**src/rtl/cpu_pkg.sv**
```systemverilog
// Shared definitions for the memory arbiter.
//   arb_state_t   : arbiter FSM state encoding
//   REQ_I / REQ_D : requester identifiers (fetch / data)
//   ADDR_W/DATA_W : default word-address and data widths
package cpu_pkg;

    parameter int ADDR_W = 30;
    parameter int DATA_W = 32;

    localparam logic REQ_I = 1'b0;
    localparam logic REQ_D = 1'b1;

    typedef enum logic [1:0] {
        IDLE   = 2'd0,
        BUSY_I = 2'd1,
        BUSY_D = 2'd2,
        RESP   = 2'd3
    } arb_state_t;

endpackage

```
**src/rtl/mem_arbiter_if.sv**
```systemverilog
// Bundle of the pipeline-side and memory-side signals of the arbiter.
//   Fetch : i_req, i_addr -> i_rdata, i_ready
//   Data  : d_read, d_write, d_addr, d_wdata -> d_rdata, d_ready
//   Memory: mem_read, mem_write, mem_addr, mem_wdata <- mem_rdata, mem_ready
// Modports:
//   slave  : the arbiter's view (drives ready/rdata and the mem_* strobes)
//   master : the environment's view (pipeline requesters plus memory model)
interface mem_arbiter_if
    import cpu_pkg::*;
#(
    parameter int AW = ADDR_W,
    parameter int DW = DATA_W
);
    logic          i_req;
    logic [AW-1:0] i_addr;
    logic [DW-1:0] i_rdata;
    logic          i_ready;

    logic          d_read;
    logic          d_write;
    logic [AW-1:0] d_addr;
    logic [DW-1:0] d_wdata;
    logic [DW-1:0] d_rdata;
    logic          d_ready;

    logic          mem_read;
    logic          mem_write;
    logic [AW-1:0] mem_addr;
    logic [DW-1:0] mem_wdata;
    logic [DW-1:0] mem_rdata;
    logic          mem_ready;

    modport slave (
        input  i_req, i_addr, d_read, d_write, d_addr, d_wdata,
        input  mem_rdata, mem_ready,
        output i_rdata, i_ready, d_rdata, d_ready,
        output mem_read, mem_write, mem_addr, mem_wdata
    );

    modport master (
        output i_req, i_addr, d_read, d_write, d_addr, d_wdata,
        output mem_rdata, mem_ready,
        input  i_rdata, i_ready, d_rdata, d_ready,
        input  mem_read, mem_write, mem_addr, mem_wdata
    );

endinterface

```
**src/rtl/mem_arbiter.sv**
```systemverilog
// Arbitrates the single external memory port between instruction fetch and
// data access. The granted request is held on the mem_* outputs until
// mem_ready, read data is returned to the winner with a one-cycle ready
// pulse, and a dead RESP cycle follows every access before the next grant.
//
// Ports:
//   clk  : system clock, rising edge
//   rst  : asynchronous active-high reset (aborts any access in flight)
//   bus  : mem_arbiter_if.slave, requester and memory signals
//
// Build option MEM_ARB_RR_EN: when defined, a last_d flag alternates the
// grant when both requesters are pending; otherwise data always wins.
//
// state  | meaning
// IDLE   | no access in flight, grant decided this cycle
// BUSY_I | fetch access on the memory port, waiting for mem_ready
// BUSY_D | data access on the memory port, waiting for mem_ready
// RESP   | winner's ready pulse; no grant is made in this cycle
module mem_arbiter
    import cpu_pkg::*;
(
    input  logic          clk,
    input  logic          rst,
    mem_arbiter_if.slave  bus
);

    arb_state_t state;
    arb_state_t next_state;

    logic d_req;
    logic prefer_i;
    logic grant_valid;
    logic grant_id;

`ifdef MEM_ARB_RR_EN
    logic last_d;

    // Only a both-pending IDLE cycle consults last_d; a lone requester wins.
    assign prefer_i = last_d & bus.i_req;

    always_ff @(posedge clk or posedge rst) begin
        if (rst) begin
            last_d <= 1'b0;
        end else if (bus.mem_ready) begin
            if (state == BUSY_D) begin
                last_d <= 1'b1;
            end else if (state == BUSY_I) begin
                last_d <= 1'b0;
            end
        end
    end
`else
    assign prefer_i = 1'b0;
`endif

    // A simultaneous read+write is treated as a write.
    assign d_req = bus.d_read | bus.d_write;

    always_ff @(posedge clk or posedge rst) begin
        if (rst) begin
            state <= IDLE;
        end else begin
            state <= next_state;
        end
    end

    always_comb begin
        next_state  = state;
        grant_valid = 1'b0;
        grant_id    = REQ_D;
        case (state)
            IDLE: begin
                if (d_req && !prefer_i) begin
                    grant_valid = 1'b1;
                    grant_id    = REQ_D;
                    next_state  = BUSY_D;
                end else if (bus.i_req) begin
                    grant_valid = 1'b1;
                    grant_id    = REQ_I;
                    next_state  = BUSY_I;
                end
            end
            BUSY_I, BUSY_D: begin
                if (bus.mem_ready) begin
                    next_state = RESP;
                end
            end
            RESP:    next_state = IDLE;
            default: next_state = IDLE;
        endcase
    end

    // All outputs are registered; the memory port is loaded only at grant.
    always_ff @(posedge clk or posedge rst) begin
        if (rst) begin
            bus.mem_read  <= 1'b0;
            bus.mem_write <= 1'b0;
            bus.mem_addr  <= '0;
            bus.mem_wdata <= '0;
            bus.i_rdata   <= '0;
            bus.i_ready   <= 1'b0;
            bus.d_rdata   <= '0;
            bus.d_ready   <= 1'b0;
        end else begin
            case (state)
                IDLE: begin
                    if (grant_valid) begin
                        if (grant_id == REQ_D) begin
                            bus.mem_addr  <= bus.d_addr;
                            bus.mem_wdata <= bus.d_wdata;
                            bus.mem_write <= bus.d_write;
                            bus.mem_read  <= ~bus.d_write;
                        end else begin
                            bus.mem_addr  <= bus.i_addr;
                            bus.mem_read  <= 1'b1;
                            bus.mem_write <= 1'b0;
                        end
                    end
                end
                BUSY_I: begin
                    if (bus.mem_ready) begin
                        bus.mem_read <= 1'b0;
                        bus.i_rdata  <= bus.mem_rdata;
                        bus.i_ready  <= 1'b1;
                    end
                end
                BUSY_D: begin
                    if (bus.mem_ready) begin
                        bus.mem_read  <= 1'b0;
                        bus.mem_write <= 1'b0;
                        // Stores leave the load-data register untouched.
                        if (!bus.mem_write) begin
                            bus.d_rdata <= bus.mem_rdata;
                        end
                        bus.d_ready <= 1'b1;
                    end
                end
                RESP: begin
                    bus.i_ready <= 1'b0;
                    bus.d_ready <= 1'b0;
                end
                default: begin
                    bus.i_ready <= 1'b0;
                    bus.d_ready <= 1'b0;
                end
            endcase
        end
    end

endmodule

```
**src/flat_wrapper.sv**
```systemverilog
// flat-port wrapper written by rule: the top's interface ports become plain ports
module mem_arbiter_flat import cpu_pkg::*;
  (clk, rst, bus_i_req, bus_i_addr, bus_d_read, bus_d_write, bus_d_addr, bus_d_wdata, bus_mem_rdata, bus_mem_ready, bus_i_rdata, bus_i_ready, bus_d_rdata, bus_d_ready, bus_mem_read, bus_mem_write, bus_mem_addr, bus_mem_wdata);
  mem_arbiter_if #(.AW(ADDR_W), .DW(DATA_W)) bus_i ();
  input  logic clk;
  input  logic rst;
  input wire logic [$bits(bus_i.i_req)-1:0] bus_i_req;
  input wire logic [$bits(bus_i.i_addr)-1:0] bus_i_addr;
  input wire logic [$bits(bus_i.d_read)-1:0] bus_d_read;
  input wire logic [$bits(bus_i.d_write)-1:0] bus_d_write;
  input wire logic [$bits(bus_i.d_addr)-1:0] bus_d_addr;
  input wire logic [$bits(bus_i.d_wdata)-1:0] bus_d_wdata;
  input wire logic [$bits(bus_i.mem_rdata)-1:0] bus_mem_rdata;
  input wire logic [$bits(bus_i.mem_ready)-1:0] bus_mem_ready;
  output wire logic [$bits(bus_i.i_rdata)-1:0] bus_i_rdata;
  output wire logic [$bits(bus_i.i_ready)-1:0] bus_i_ready;
  output wire logic [$bits(bus_i.d_rdata)-1:0] bus_d_rdata;
  output wire logic [$bits(bus_i.d_ready)-1:0] bus_d_ready;
  output wire logic [$bits(bus_i.mem_read)-1:0] bus_mem_read;
  output wire logic [$bits(bus_i.mem_write)-1:0] bus_mem_write;
  output wire logic [$bits(bus_i.mem_addr)-1:0] bus_mem_addr;
  output wire logic [$bits(bus_i.mem_wdata)-1:0] bus_mem_wdata;
  assign bus_i.i_req = bus_i_req;
  assign bus_i.i_addr = bus_i_addr;
  assign bus_i.d_read = bus_d_read;
  assign bus_i.d_write = bus_d_write;
  assign bus_i.d_addr = bus_d_addr;
  assign bus_i.d_wdata = bus_d_wdata;
  assign bus_i.mem_rdata = bus_mem_rdata;
  assign bus_i.mem_ready = bus_mem_ready;
  assign bus_i_rdata = bus_i.i_rdata;
  assign bus_i_ready = bus_i.i_ready;
  assign bus_d_rdata = bus_i.d_rdata;
  assign bus_d_ready = bus_i.d_ready;
  assign bus_mem_read = bus_i.mem_read;
  assign bus_mem_write = bus_i.mem_write;
  assign bus_mem_addr = bus_i.mem_addr;
  assign bus_mem_wdata = bus_i.mem_wdata;
  mem_arbiter u_core (.clk(clk), .rst(rst), .bus(bus_i));
endmodule
```
**config.mk**
```make
export PLATFORM = sky130hd
export DESIGN_NAME = mem_arbiter_flat
export DESIGN_NICKNAME = d
export VERILOG_FILES = /design/src/rtl/cpu_pkg.sv /design/src/rtl/mem_arbiter_if.sv /design/src/rtl/mem_arbiter.sv /design/src/flat_wrapper.sv
export SDC_FILE = /design/constraint.sdc
export NUM_CORES = 1
export LEC_CHECK = 0
export ABC_AREA = 1
export CORE_MARGIN = 2
export CORE_UTILIZATION = 42
export DETAILED_ROUTE_END_ITERATION = 7
export HOLD_SLACK_MARGIN = 0.02
export PLACE_DENSITY = 0.87
export SYNTH_ARGS = -nofsm -noshare
export SYNTH_HDL_FRONTEND = slang
export SYNTH_SLANG_ARGS = --single-unit
export TNS_END_PERCENT = 50
```
**constraint.sdc**
```tcl
create_clock -name clk -period 6.3 [get_ports clk]
set_clock_uncertainty 0.15 [all_clocks]
set_input_delay 1.26 -clock clk [delete_from_list [all_inputs] [get_ports clk]]
set_output_delay 1.26 -clock clk [all_outputs]
set_load 0.005 [all_outputs]
```
# == After elaboration in Yosys (flattened, before gate mapping) ==
# Cells that the tools add are included.
# op_classes
n_addsub,0
mul,0
div,0
n_lt_le_gt_ge,0
n_eq_ne,8
n_shift,0
n_mux,21
bitwise_logic,3
reduce_logical,15
# op_table
cell,n
$mux 30,1
$mux 1,12
$reduce_and 3->1,4
$reduce_and 2->1,5
$pmux 1 s2,4
$reduce_bool 2->1,4
$mux 2,3
$pmux 2 s3,1
$eq 2x2->1 const B,2
$ne 2x1->1 const B,2
$ne 2x2->1 const B,2
$ne 3x2->1 const B,1
$eq 2x1->1 const B,1
$logic_not 2->1,1
$not 1->1,2
$reduce_or 2->1,1
$or 1x1->1,1
# totals
reg_bits,132
latch_bits,0
mem_bits_rw,0
romBits,0
input_bits,130
out_inout_bits,130
n_memories,0

# == Longest topological paths before layout ==
# Gate-level depths: netlist of run 1.
# logic_depth
word_depth,6
ltp_mapped,9
mapped_depth_nobuf,8

# == Least setup slack after synthesis of run 1 ==
# Ideal clock, no wire load.
# synth_path
path_kind,input-to-reg
from,input port bus_mem_ready
to,register u_core.bus.d_rdata[22]
arrival_ns,2.016
required_time_ns,6.033
setup_slack_ns,4.017
cell_stages,7
n_path_buf,3
path_cell_list,buf_4 > nand2_1 > or2_1 > buf_6 > buf_6 > nand2_1 > o21ai_2
# synth_between
elab_chain_cells,1
# synth_rtl
element,line,rtl
"start, declared",flat_wrapper.sv:14,input wire logic [$bits(bus_i.mem_ready)-1:0] bus_mem_ready;
$reduce_and 3->1 (no line),--,
"end signal, assigned",mem_arbiter.sv:133,bus.d_rdata <= bus.mem_rdata;
"end, declared",mem_arbiter_if.sv:36,"output i_rdata, i_ready, d_rdata, d_ready,"
# No other way between the ends.
# A chain may end at the register's enable or synchronous reset.

# == Worst setup path in the final report of run 1 ==
# layout_path
from,input port bus_d_write
to,register u_core.bus.mem_addr[7]
# layout_between
elab_chain_cells,4
word_cells_on_any_way,7
# layout_rtl
element,line,rtl
"start, declared",flat_wrapper.sv:10,input wire logic [$bits(bus_i.d_write)-1:0] bus_d_write;
$or 1x1->1 *,mem_arbiter.sv:57,assign d_req = bus.d_read | bus.d_write;
$mux 1,mem_arbiter.sv:73,if (d_req && !prefer_i) begin
$mux 1,mem_arbiter.sv:71,case (state)
$mux 30 / $reduce_and 2->1 (equally long branches),--,
"end signal, assigned",mem_arbiter.sv:109,bus.mem_addr <= bus.d_addr;
"end signal, assigned",mem_arbiter.sv:114,bus.mem_addr <= bus.i_addr;
"end, declared",mem_arbiter_if.sv:37,"output mem_read, mem_write, mem_addr, mem_wdata"
# Mark *: on every way between the ends. The rest lies on a longest branch, timed or not.

==> results of run 1 <==
-- logic make-up (layout without fill, tap and decap cells) --
group	Yosys count	after routing	share of synthesized area [%]
fa+ha+maj	6	6	1.273
flops	132	132	56.03
compound gates	104	104	10.87
simple gates	281	281	19.33
buf+inv	174	433	12.50
-- worst register-to-register path, delay by kind of cell, from the launching register on --
kind                       cells  cell delay, ns
AOI/OAI and AO/OA              1            0.08
and+or+nand+nor                3            1.01
DFF                            1            0.42
adders and majority gates      1            0.30
buffers and inverters          3            1.24
-- metrics by stage --
stage                     instances  worst slack (ns)  hold WS (ns)  util (%)  total power [mW]
after detailed placement       1103             1.871        0.3149     61.97             3.291
after global placement         1103             1.964        0.3041     61.97             3.230
final                          1136             2.405        0.3264     66.10             4.181
after floorplan                 697             1.364        0.3136         -             2.256
after CTS                      1135             2.298        0.3302     65.99             4.228
after global routing           1136             2.035        0.3385     66.10             4.489
-- state kept, by name, summed over array words and instances (netlist names) --
register              count
u_core.bus.d_rdata       32
u_core.bus.i_rdata       32
u_core.bus.mem_wdata     32
u_core.bus.mem_addr      30
u_core.state              2
u_core.bus.d_ready        1
u_core.bus.i_ready        1
u_core.bus.mem_read       1
u_core.bus.mem_write      1
-- worst paths after layout --
path                                         from  cells after the start                 endpoint  slack, ns
min in group asynchronous                     rst                      2    u_core.bus.d_rdata[0]       1.21
max in group asynchronous                     rst                      3  u_core.bus.mem_addr[21]       3.67
hold / removal             u_core.bus.d_rdata[25]                      2   u_core.bus.d_rdata[25]       0.33
setup reg to reg                  u_core.state[0]                      8   u_core.bus.mem_addr[7]       3.04
setup / recovery                      bus_d_write                      7   u_core.bus.mem_addr[7]       2.40
hold reg to reg            u_core.bus.d_rdata[25]                      2   u_core.bus.d_rdata[25]       0.33
-- power groups by stage --
stage,Clock (mW),Combinational (mW),Sequential (mW)
6_report,0.910,1.79,1.48
5_1_grt,0.968,1.99,1.53
4_1_cts,0.932,1.81,1.48
3_5_place_dp,0,1.81,1.48
3_3_place_gp,0,1.75,1.48
2_1_floorplan,0,0.756,1.50
-- metal layers --
metal | global-route usage, % | wire (microns) | up-vias
met5 | 0 | 0 | -
met4 | 7.830 | 374 | 0
met3 | 6.877 | 1325 | 32
met2 | 33.33 | 7278 | 229
met1 | 25.86 | 6215 | 2396
li1 | - | - | 2605
-- cell usage in the layout (no fill, tap or decap), drive strengths merged, types with 4 or more instances in the layout --
cell type,netlist,layout
ha,6,6
nand2,209,209
dfrtp,132,132
buf,30,4
clkinv,0,9
nand3,61,61
nor2,9,9
o21ai,103,103
inv,138,139
clkdlybuf4s50,0,259
clkbuf,6,19
-- layout make-up --
class,instances,area [sq um]
fillers,1113,4669
clock inverters,13,110.1
flip-flops and latches,132,3303
multi-input cells,391,1869
clock buffers,19,442.9
well taps,180,225.2
repair buffers,263,2630
inverters,138,523.0
==> impl_metrics.env, run 1 <==
export IMPL_cp_end_kind="register"
export IMPL_die_h_microns=122.5
export IMPL_finalCritPeriodShare_pct=61.83
export IMPL_rows=43
export IMPL_power_frac_seq_pct=35.5
export IMPL_max_slew_margin_rel_pct=28.77
export IMPL_yosysTopAreaCell="dfrtp_1"
export IMPL_portBuffers=259
export IMPL_ant_nets=0
export IMPL_irDropWorstVdd_uv=229.4
export IMPL_critical_path_class="input port to register"
export IMPL_yosys_top_cells_area="dfrtp_1 56%, nand2_1 13%, inv_1 8.7%"
export IMPL_clk_insertion_delay_late_ns=0.40
export IMPL_min_path_type="register to register"
export IMPL_power_switching_mw=1.381
export IMPL_syn_area_sq_mm=0.005896
export IMPL_synth_seq_area_share_pct=56.03
export IMPL_tightest_slew_ns=1.066
export IMPL_synth_main_ff_cell="dfrtp_1"
export IMPL_syn2layout_area_growth_pct=54.41
export IMPL_status="complete, no violations"
export IMPL_coreArea_sq_mm=0.01377
export IMPL_synth_warnings=0
export IMPL_htreeDepth=4
export IMPL_cts_sinks=132
export IMPL_required_ns=6.49
export IMPL_ys_async_sr_fraction_pct=100.0
export IMPL_hold_viol=0
export IMPL_path_cells="clkdlybuf4s50_1 > o21ai_4 > buf_4 > nand2_1 > inv_2 > nand2_1 > nand2_1"
export IMPL_remaining_drc_errors=0
export IMPL_cpPeakStageDelay_ns=0.77
export IMPL_critPathMostFrequentCell="nand2_1"
export IMPL_cts_root_buf="clkbuf_16"
export IMPL_die_w_microns=122.5
export IMPL_wl_per_cell_microns=13.37
export IMPL_period_needed_ns=3.895
export IMPL_antenna_cells=0
export IMPL_dr_pass1_iters=5
export IMPL_path_max_fanout=65
export IMPL_final_setup_viol_count=0
export IMPL_cts_resized=0
export IMPL_final_area_sq_mm=0.009104
export IMPL_syn_area_per_cell_sq_um=8.459
export IMPL_grt_max_degree=87
export IMPL_synth_edf_count=0
export IMPL_start_util_pct=42.81
export IMPL_clock_power_share_pct=21.8
export IMPL_clock_fmax_mhz=256.7
export IMPL_grt_overflow=0
export IMPL_drv_slew=0
export IMPL_yosys_cell_types_count=18
export IMPL_cpLargestDelayFamily="buffers and inverters"
export IMPL_p_leak_nw=4.599
export IMPL_grt_total_usage_pct=20.68
export IMPL_p_per_area_mw_per_mm2=459.2
export IMPL_rsz0062_at_grt="false"
export IMPL_cp_slowest_cell="nand2_1"
export IMPL_combPwrFrac_pct=42.7
export IMPL_routed_wl_mm=15.19
export IMPL_first_iter_violations=313
export IMPL_cts_buffers=17
export IMPL_cts_buffer_depth=2
export IMPL_start_kind="input port"
export IMPL_tns_ns=0
export IMPL_clk_pin_slew_worst_paths_ns=0.06
export IMPL_via_per_inst=4.632
export IMPL_netSwitchingFraction_pct=33.03
export IMPL_crit_arrival_ns=4.09
export IMPL_hpwl_mm=10.81
export IMPL_synth_common_cells="209 x nand2_1, 137 x inv_1, 132 x dfrtp_1"
export IMPL_ys_seq_elements=132
export IMPL_p_int_mw=2.800
export IMPL_syn_inst=697
export IMPL_grt_pass1_vias=5009
export IMPL_grt_antenna_before_repair=0
export IMPL_syn_num_nets=833
export IMPL_place_congestion=0.8222
export IMPL_max_cap_viol_count=0
export IMPL_num_vias=5262
export IMPL_finalNetCount=1079
export IMPL_critPathBufInv=3
export IMPL_die_area_sq_mm=0.01500
export IMPL_cts_tree="built"
export IMPL_ctsHoldBuffers=0
export IMPL_synth_top_area_share_pct=56.03
export IMPL_grt_pass1_wl_mm=24.30
export IMPL_synthMostInstantiatedCell="nand2_1"
export IMPL_placed_area_sq_mm=0.008536
export IMPL_postCtsSetupRepairBufs=0
export IMPL_ios=260
export IMPL_drive_gt1_share_pct=7.636
No activity file was read; power rests on OpenSTA's default activity.
==> run 2: changes to the inputs <==
==> constraint.sdc (replaced) <==
create_clock -name clk -period 4 [get_ports clk]
set_clock_uncertainty 0.15 [all_clocks]
set_input_delay 0.8 -clock clk [delete_from_list [all_inputs] [get_ports clk]]
set_output_delay 0.8 -clock clk [all_outputs]
set_load 0.005 [all_outputs]
==> run 2 against run 1 <==
- cell count increased by 0.35%
- combinational power increased by 59%
- count of clock-buffer cells in the layout increased by 2
- via count increased by 1.3%
- hold slack got worse by 0.0020 ns
- core utilization increased by 1.2 points
- wire length increased by 1.0%
- total power increased by 66%
- largest cell class unchanged
==> impl_metrics.env, run 2 (synthesis results as in run 1) <==
export IMPL_status="complete, no violations"
export IMPL_start_kind="register"
export IMPL_cts_sinks=132
export IMPL_postCtsSetupRepairBufs=0
export IMPL_reg_largest_list="u_core.bus.d_rdata (32), u_core.bus.i_rdata (32), u_core.bus.mem_wdata (32)"
export IMPL_finalNetCount=1083
export IMPL_hold_viol=0
export IMPL_die_w_microns=122.5
export IMPL_cp_end_kind="register"
export IMPL_dpl_cell_count=1108
export IMPL_clk_pin_slew_worst_paths_ns=0.06
export IMPL_irDropWorstVdd_uv=325.5
export IMPL_cts_root_buf="clkbuf_16"
export IMPL_clk_insertion_delay_late_ns=0.41
export IMPL_r2r_slack_ns=1.32
export IMPL_drive_gt1_share_pct=8.125
export IMPL_tightest_slew_ns=1.033
export IMPL_portBuffers=259
export IMPL_rsz0062_at_grt="false"
export IMPL_place_congestion=0.7839
export IMPL_grt_max_degree=74
export IMPL_cts_tree="built"
export IMPL_multi_input_area_sq_mm=0.001869
export IMPL_start_util_pct=42.81
export IMPL_p_per_area_mw_per_mm2=746.8
export IMPL_path_max_fanout=31
export IMPL_ant_nets=0
export IMPL_critPathMostFrequentCell="nand2_1"
export IMPL_die_area_sq_mm=0.01500
export IMPL_clock_fmax_mhz=372.8
export IMPL_die_h_microns=122.5
export IMPL_num_vias=5332
export IMPL_p_leak_nw=4.670
export IMPL_critPathBufInv=3
export IMPL_timing_hold_ws_ns=0.3244
export IMPL_via_per_inst=4.677
export IMPL_grt_pass1_wl_mm=24.84
export IMPL_drv_slew=0
export IMPL_grt_pass1_vias=5038
export IMPL_max_slew_margin_rel_pct=30.99
export IMPL_path_cells="inv_1 > ha_1 > nand2_1 > inv_1 > buf_4 > nand2_1 > nand2_1 > nand3_1 > nand2_1"
export IMPL_remaining_drc_errors=0
export IMPL_ctsHoldBuffers=0
export IMPL_period_needed_ns=2.683
export IMPL_cts_buffers=17
export IMPL_cp_slowest_cell="nand2_1"
export IMPL_crit_arrival_ns=2.88
export IMPL_dr_pass1_iters=4
export IMPL_grt_antenna_before_repair=0
export IMPL_finalCritPeriodShare_pct=67.07
export IMPL_coreArea_sq_mm=0.01377
export IMPL_min_path_type="register to register"
export IMPL_routed_wl_mm=15.35
export IMPL_regArea_sq_mm=0.003303
export IMPL_cts_buffer_depth=2
export IMPL_max_cap_viol_count=0
export IMPL_grt_overflow=0
export IMPL_cpPeakStageDelay_ns=0.69
export IMPL_syn2layout_area_growth_pct=57.28
export IMPL_rows=43
export IMPL_wl_per_cell_microns=13.46
export IMPL_antenna_cells=0
export IMPL_final_setup_viol_count=0
export IMPL_ios=260
export IMPL_required_ns=4.19
export IMPL_final_common_cell="clkdlybuf4s50_1"
export IMPL_hpwl_mm=11.12
export IMPL_cts_resized=0
export IMPL_cpLargestDelayFamily="simple AND/OR/NAND/NOR gates"
export IMPL_layout_cells_most_common_list="259 x clkdlybuf4s50_1, 208 x nand2_1, 136 x inv_1"
export IMPL_layout_cells_non_filler=1140
export IMPL_critical_path_class="register to register"
export IMPL_htreeDepth=4
export IMPL_fillCellCount=1086
export IMPL_grt_total_usage_pct=21.25
export IMPL_first_iter_violations=234
export IMPL_tns_ns=0
[run 2: cell count changes in the layout (fill, tap and decap cells not counted), moves of 2 or more]
cell,before,now
buf_12,0,2
buf_4,3,6
bufinv_16,1,5
clkbuf_8,1,4
clkinv_2,6,1
clkinv_4,3,1
clkinvlp_4,2,4
[run 2: worst reg2reg max path, stage by stage (launching register included)]
cell and delay (ns):
dfrtp_1 0.41, inv_1 0.13, ha_1 0.33, nand2_1 0.11, inv_1 0.06, buf_4 0.30
nand2_1 0.70, nand2_1 0.25, nand3_1 0.10, nand2_1 0.08
[run 2: cell type report]
| cell class | count | area share [%] |
|---|---|---|
| Multi-Input combinational cell | 391 | 20.16 |
| Clock buffer | 21 | 5.181 |
| Inverter | 138 | 5.627 |
| Tap cell | 180 | 2.429 |
| Timing Repair Buffer | 267 | 28.88 |
| Clock inverter | 11 | 2.105 |
| Sequential cell | 132 | 35.62 |
[run 2: stage by stage]
step	total power [mW]	worst slack (ns)	instance area [sq um]	util [%]
2_1_floorplan	3.553	1.413	5899	-
3_3_place_gp	5.111	1.018	8597	62.42
3_5_place_dp	5.215	0.9521	8597	62.42
4_1_cts	7.003	1.290	9273	67.32
5_1_grt	7.438	1.029	9273	67.32
6_report	6.925	1.317	9273	67.32
[run 2: final timing paths]
| path | cells after the start | endpoint | startpoint |
|---|---|---|---|
| max in group asynchronous | 3 | u_core.bus.i_rdata[12] | rst |
| max | 9 | u_core.bus.mem_addr[0] | u_core.state[1] |
| min in group asynchronous | 3 | u_core.bus.mem_addr[9] | rst |
| min reg2reg | 2 | u_core.bus.mem_addr[13] | u_core.bus.mem_addr[13] |
| max reg2reg | 9 | u_core.bus.mem_addr[0] | u_core.state[1] |
| min | 2 | u_core.bus.mem_addr[13] | u_core.bus.mem_addr[13] |
[run 2: where the power goes]
group,internal [mW],switching (mW)
clock network,1.17,0.571
registers,1.98,0.358
logic,1.58,1.26
[run 2: metal layers]
layer / wire, microns / part of all wire, % / global-route usage (%)
met2: 7340 / 48 / 34.34
met1: 6435 / 42 / 26.22
met4: 206 / 1.3 / 7.687
met3: 1364 / 8.9 / 7.667
met5: 0 / 0 / 0
